<file path="src/rtl/fpu_fregfile_sb.sv">
// rtl/fpu_fregfile_sb.sv - FP register file with busy scoreboard, write bypass, NaN-boxing and fcsr
module fpu_fregfile_sb #(
    parameter int FLEN = 32,
    parameter int NREG = 32,
    parameter int RW   = $clog2(NREG)
) (
    input  logic            clk,
    input  logic            rst,
    input  logic [RW-1:0]   rs1_sel,
    input  logic [RW-1:0]   rs2_sel,
    input  logic [RW-1:0]   rs3_sel,
    output logic [FLEN-1:0] rs1_data,
    output logic [FLEN-1:0] rs2_data,
    output logic [FLEN-1:0] rs3_data,
    input  logic            issue_valid,
    input  logic [RW-1:0]   issue_rd,
    input  logic            issue_uses_rs3,
    input  logic            issue_multicycle,
    output logic            issue_ready,
    input  logic            wb_valid,
    input  logic [RW-1:0]   wb_rd,
    input  logic [FLEN-1:0] wb_data,
    input  logic            wb_sp,
    input  logic [4:0]      wb_flags,
    input  logic            ld_valid,
    input  logic [RW-1:0]   ld_rd,
    input  logic [FLEN-1:0] ld_data,
    input  logic            ld_sp,
    input  logic            csr_we,
    input  logic [1:0]      csr_sel,
    input  logic [7:0]      csr_wdata,
    output logic [7:0]      csr_rdata,
    output logic [2:0]      frm_out,
    output logic [4:0]      fflags_out,
    output logic [NREG-1:0] busy_vec
);

    // Upper-half ones used to NaN-box single-precision values; empty when FLEN=32.
    localparam logic [FLEN-1:0] BOX_MASK =
        (FLEN == 64) ? {{(FLEN/2){1'b1}}, {(FLEN/2){1'b0}}} : '0;

    logic [FLEN-1:0] regs [NREG];
    logic [NREG-1:0] busy, busy_nxt;
    logic [2:0]      frm, frm_nxt;
    logic [4:0]      fflags, fflags_nxt;
    logic [FLEN-1:0] wb_boxed, ld_boxed;
    logic [RW-1:0]   rsel [3];
    logic [FLEN-1:0] rdat [3];
    logic            fire;

    assign wb_boxed = wb_data | (wb_sp ? BOX_MASK : '0);
    assign ld_boxed = ld_data | (ld_sp ? BOX_MASK : '0);

    assign rsel[0]  = rs1_sel;
    assign rsel[1]  = rs2_sel;
    assign rsel[2]  = rs3_sel;
    assign rs1_data = rdat[0];
    assign rs2_data = rdat[1];
    assign rs3_data = rdat[2];

    // wb outranks ld so that a reader sees exactly what the array will hold next cycle.
    always_comb begin
        for (int p = 0; p < 3; p++) begin
            if (wb_valid && wb_rd == rsel[p])
                rdat[p] = wb_boxed;
            else if (ld_valid && ld_rd == rsel[p])
                rdat[p] = ld_boxed;
            else
                rdat[p] = regs[rsel[p]];
        end
    end

    assign issue_ready = !(busy[rs1_sel] | busy[rs2_sel] |
                           (issue_uses_rs3 & busy[rs3_sel]) | busy[issue_rd]);
    assign fire        = issue_valid & issue_ready;

    always_comb begin
        busy_nxt = busy;
        if (wb_valid)
            busy_nxt[wb_rd] = 1'b0;
        if (fire && issue_multicycle)
            busy_nxt[issue_rd] = 1'b1;
    end

    always_comb begin
        fflags_nxt = fflags;
        frm_nxt    = frm;
        if (csr_we) begin
            case (csr_sel)
                2'd0: fflags_nxt = csr_wdata[4:0];
                2'd1: frm_nxt    = csr_wdata[2:0];
                2'd2: begin
                    frm_nxt    = csr_wdata[7:5];
                    fflags_nxt = csr_wdata[4:0];
                end
                default: ;
            endcase
        end
        if (wb_valid)
            fflags_nxt = fflags_nxt | wb_flags;
    end

    always_comb begin
        case (csr_sel)
            2'd0:    csr_rdata = {3'b000, fflags};
            2'd1:    csr_rdata = {5'b00000, frm};
            2'd2:    csr_rdata = {frm, fflags};
            default: csr_rdata = 8'h00;
        endcase
    end

    always_ff @(posedge clk) begin
        if (rst) begin
            for (int i = 0; i < NREG; i++)
                regs[i] <= '0;
            busy   <= '0;
            frm    <= 3'b000;
            fflags <= 5'b00000;
        end else begin
            if (ld_valid)
                regs[ld_rd] <= ld_boxed;
            if (wb_valid)
                regs[wb_rd] <= wb_boxed;
            busy   <= busy_nxt;
            frm    <= frm_nxt;
            fflags <= fflags_nxt;
        end
    end

    assign frm_out    = frm;
    assign fflags_out = fflags;
    assign busy_vec   = busy;

endmodule
</file>
<file path="config.mk">
export PLATFORM = sky130hd
export DESIGN_NAME = fpu_fregfile_sb
export DESIGN_NICKNAME = d
export VERILOG_FILES = /design/src/rtl/fpu_fregfile_sb.sv
export SDC_FILE = /design/constraint.sdc
export NUM_CORES = 2
export LEC_CHECK = 0
export BUFFER_PORTS_ARGS = -buffer_cell sky130_fd_sc_hd__buf_2
export CAP_MARGIN = 10
export CORE_MARGIN = 5
export CORE_UTILIZATION = 40
export CTS_CLUSTER_DIAMETER = 60
export DETAILED_ROUTE_END_ITERATION = 8
export PLACE_DENSITY = 0.54
export SYNTH_ARGS = -nofsm -noshare
export SYNTH_HDL_FRONTEND = slang
export SYNTH_SLANG_ARGS = --single-unit
export TNS_END_PERCENT = 20
</file>
<file path="constraint.sdc">
create_clock -name clk -period 5.25 [get_ports clk]
set_input_delay 1.05 -clock clk [delete_from_list [all_inputs] [get_ports clk]]
set_output_delay 1.05 -clock clk [all_outputs]
set_load 0.02 [all_outputs]
</file>
==> summary.txt <==
Layout
  – FF/Latch Area: ~32,000 µm²
  – Fillers: about 15,000
  – Layout cells sized above 1: 0.3530
  – Nets: 5,138
  – Layout area overhead: 13.80%
  – Multi-input logic area: about 37,000 µm²
  – Fin area: 81,090 µm²

Place
  – Place WS: around 0.18 ns
  – Post-DP Area: 76,740 µm²
  – Post-DP HPWL: around 200,000 µm
  – Routability cong.: a little over 0.9
  – IO buf count: between 200 and 300

Clock tree
  – Root Driver: clkbuf_16
  – CTS Buffer Depth: 3
  – TritonCTS Buffers: ~140
  – Worst-Skew Late Latency: 0.82 ns
  – Cts hold-fix bufs: 0
  – Clk sinks: roughly 1,100
  – Clock transition at path regs: 0.05 ns
  – Resized cells post-CTS: 0
  – CTS tree: built
  – Setup bufs post-CTS: 0
  – H-tree Lvls: 4

Timing
  – Setup Viol. Count Final: 0
  – Fin Setup TNS: 0 ns
  – Fin crit share: 0.9783
  – Worst slew pin tran: between 1 and 1.5 ns
  – Max-slew violations: 0
  – Fmax: a little under 200 MHz
  – Worst setup margin: around 0.11 ns
  – Final Hold Fails: 0
  – RSZ-0062 raised after global routing: no
  – Final setup skew: 0.02782 ns
  – Slew headroom: 0.1540
  – Crit path time final: around 5.1 ns

Worst setup path
  – R2r endpoint: busy_vec[21]
  – Crit path DAT: roughly 4 ns
  – Crit start category: input pin
  – Crit Path Class: input pin to primary output
  – Worst r2r src: busy_vec[30]
  – Critical path fanouts, max: 42
  – End point of the critical path: rs3_data[16]
  – Setup crit start: rs3_sel[1]
  – R2R Setup Slk: between 2 and 2.5 ns
  – Crit path required time: between 4 and 5 ns
  – Reg2reg path depth: 7
  – Critical path endpoint category: primary output

Global route
  – Antenna violations before repair: 19
  – Vias in the first global route: ~55,000
  – Pin count of the biggest net entering global routing: 49
  – Global-route wire length before repair: approximately 450,000 µm
  – Total track usage: 0.3480
  – Grt ovf: 0

Logic synthesis
  – Top cell type's share of synthesized area: 0.4315
  – Count of state elements after synthesis: 1,064
  – Post-Synthesis Cell Area: ~70,000 µm²
  – Mean post-synth cell area: ~14 µm²
  – Syn Nets: 5,172
  – Largest cells by area after synthesis: edfxtp_1 (43%), mux4_2 (28%), a22o_1 (14%)
  – Seq/Total Area, Yosys: 0.4428
  – Distinct cells, synth: between 40 and 50
  – Syn. warnings: 0
  – Synth area leader: edfxtp_1
  – Mapped Cells: 5,049

Route
  – Final wirelength: around 330,000 µm
  – WL/cell: roughly 44 µm
  – Via density per instance: roughly 7.5
  – 1st-iter DRT viols: ~9,000
  – DRC: 0
  – Via Count: 56,510
  – Post-DRT Antenna Nets: 0
  – DR pass1 iterations: 6

Hold path
  – Hold WC Path Type: input pin to flip-flop

Floorplan
  – Core region area: about 180,000 µm²
  – Die area: between 150,000 and 200,000 µm²
  – Row Count: about 160
  – Die X: roughly 430 µm
  – Num ports: 264
  – Initial Utilization: 0.4007
  – DIE HEIGHT: 432.1 µm

Pwr
  – Leakage: about 0.028 µW
  – VDD IR max: around 360 µV
  – PD cells: 296.2 nW/µm²

Status
  – Outcome: finished clean

Job
  – Maxcap violations: 0
cells in the final DEF (no fill, tap or decap), types with 40 or more instances in the layout:
cell type	count
a22o_1	1120
a31oi_1	97
buf_12	73
buf_2	249
buf_4	281
clkbuf_16	144
dfxtp_1	40
edfxtp_1	1024
mux2i_1	233
mux4_2	880
nand2_1	200
nor2_1	222
nor2_4	65
o21ai_0	120
worst min-delay path by stage:
stage / startpoint / to / slack [ns] / cells after the start
6_report: wb_flags[4] / fflags_out[4] / 0.50 / 3
5_1_grt: wb_flags[4] / fflags_out[4] / 0.51 / 3
4_1_cts: wb_flags[4] / fflags_out[4] / 0.46 / 3
3_5_place_dp: frm_out[2] / frm_out[2] / 0.53 / 2
3_3_place_gp: frm_out[2] / frm_out[2] / 0.52 / 2
2_1_floorplan: busy_vec[12] / busy_vec[12] / 0.56 / 2
critical path, stage by stage:
cell     delay, ns
buf_8         0.43
buf_4         0.43
mux4_2        0.26
mux2i_1       0.12
a22o_1        0.21
nor2_1        0.07
o21ai_0       0.12
buf_4         0.18
a31oi_1       0.82
buf_2         0.33
stage by stage:
| step | std cells | power (µW) | util | hold WS (ns) |
|---|---|---|---|---|
| 3_3_place_gp | 7231 | 14700 | 0.4315 | 0.5240 |
| 3_5_place_dp | 7231 | 14760 | 0.4315 | 0.5287 |
| 2_1_floorplan | 5049 | 13000 | - | 0.5579 |
| 6_report | 7486 | 24020 | 0.4560 | 0.5028 |
| 4_1_cts | 7474 | 23930 | 0.4558 | 0.4644 |
| 5_1_grt | 7478 | 24550 | 0.4558 | 0.5104 |
report_power, final:
| part | total (µW) | switching [µW] | internal, µW |
|---|---|---|---|
| Sequential | 10200 | 354 | 9830 |
| Combinational | 4520 | 2630 | 1890 |
| Clock | 9310 | 3960 | 5360 |
sequential cells by signal, summed over array words and instances (netlist names):
| register | count |
|---|---|
| busy_vec | 32 |
| fflags_out | 5 |
| regs | 1024 |
| frm_out | 3 |
synth_stat cells (all sizes together):
cell type,n
nand3b,6
mux4,880
nor3,6
inv,11
nand2,232
xor2,24
nor2,287
ha,4
or3,4
a22oi,11
and3b,4
buf,231
nor2b,15
o22ai,1
edfxtp,1024
o2111ai,1
mux2,1
nor4,6
a311oi,4
nand3,22
dfxtp,40
a21oi,37
nand4,11
nand4b,1
and3,10
or3b,1
xnor2,6
a31oi,97
and2,9
a22o,1120
nor3b,9
and4b,1
o21ai,125
clkbuf,553
o41ai,4
or4,2
nand2b,6
a211oi,5
o211ai,1
or2,4
mux2i,233
layer usage:
layer | vias to the layer above | wire length [µm] | global-route usage
met5 | - | 75 | 0
met4 | 12 | 25890 | 0.2219
met3 | 1155 | 42240 | 0.1028
met2 | 4848 | 146500 | 0.5223
met1 | 29290 | 117400 | 0.4422
li1 | 21200 | - | -
cell families after synthesis:
group / count (synthesis) / synth area share
fa+ha+maj: 4 / 0.0007024
buf+inv: 795 / 0.04330
xor+xnor: 30 / 0.003687
simple gates: 636 / 0.03768
compound gates: 1406 / 0.1608
mux: 1114 / 0.3110
flops: 1064 / 0.4428
cell type report:
type / count / area share
Clock buffer: 170 / 0.04569
Clock inverter: 73 / 0.007514
Antenna cell: 12 / 0.0003703
Timing Repair Buffer: 611 / 0.06086
Inverter: 11 / 0.0006018
Tap cell: 2355 / 0.03634
Multi-Input combinational cell: 3190 / 0.4595
Sequential cell: 1064 / 0.3891
Note: power is estimated with default switching activity, not from simulation.
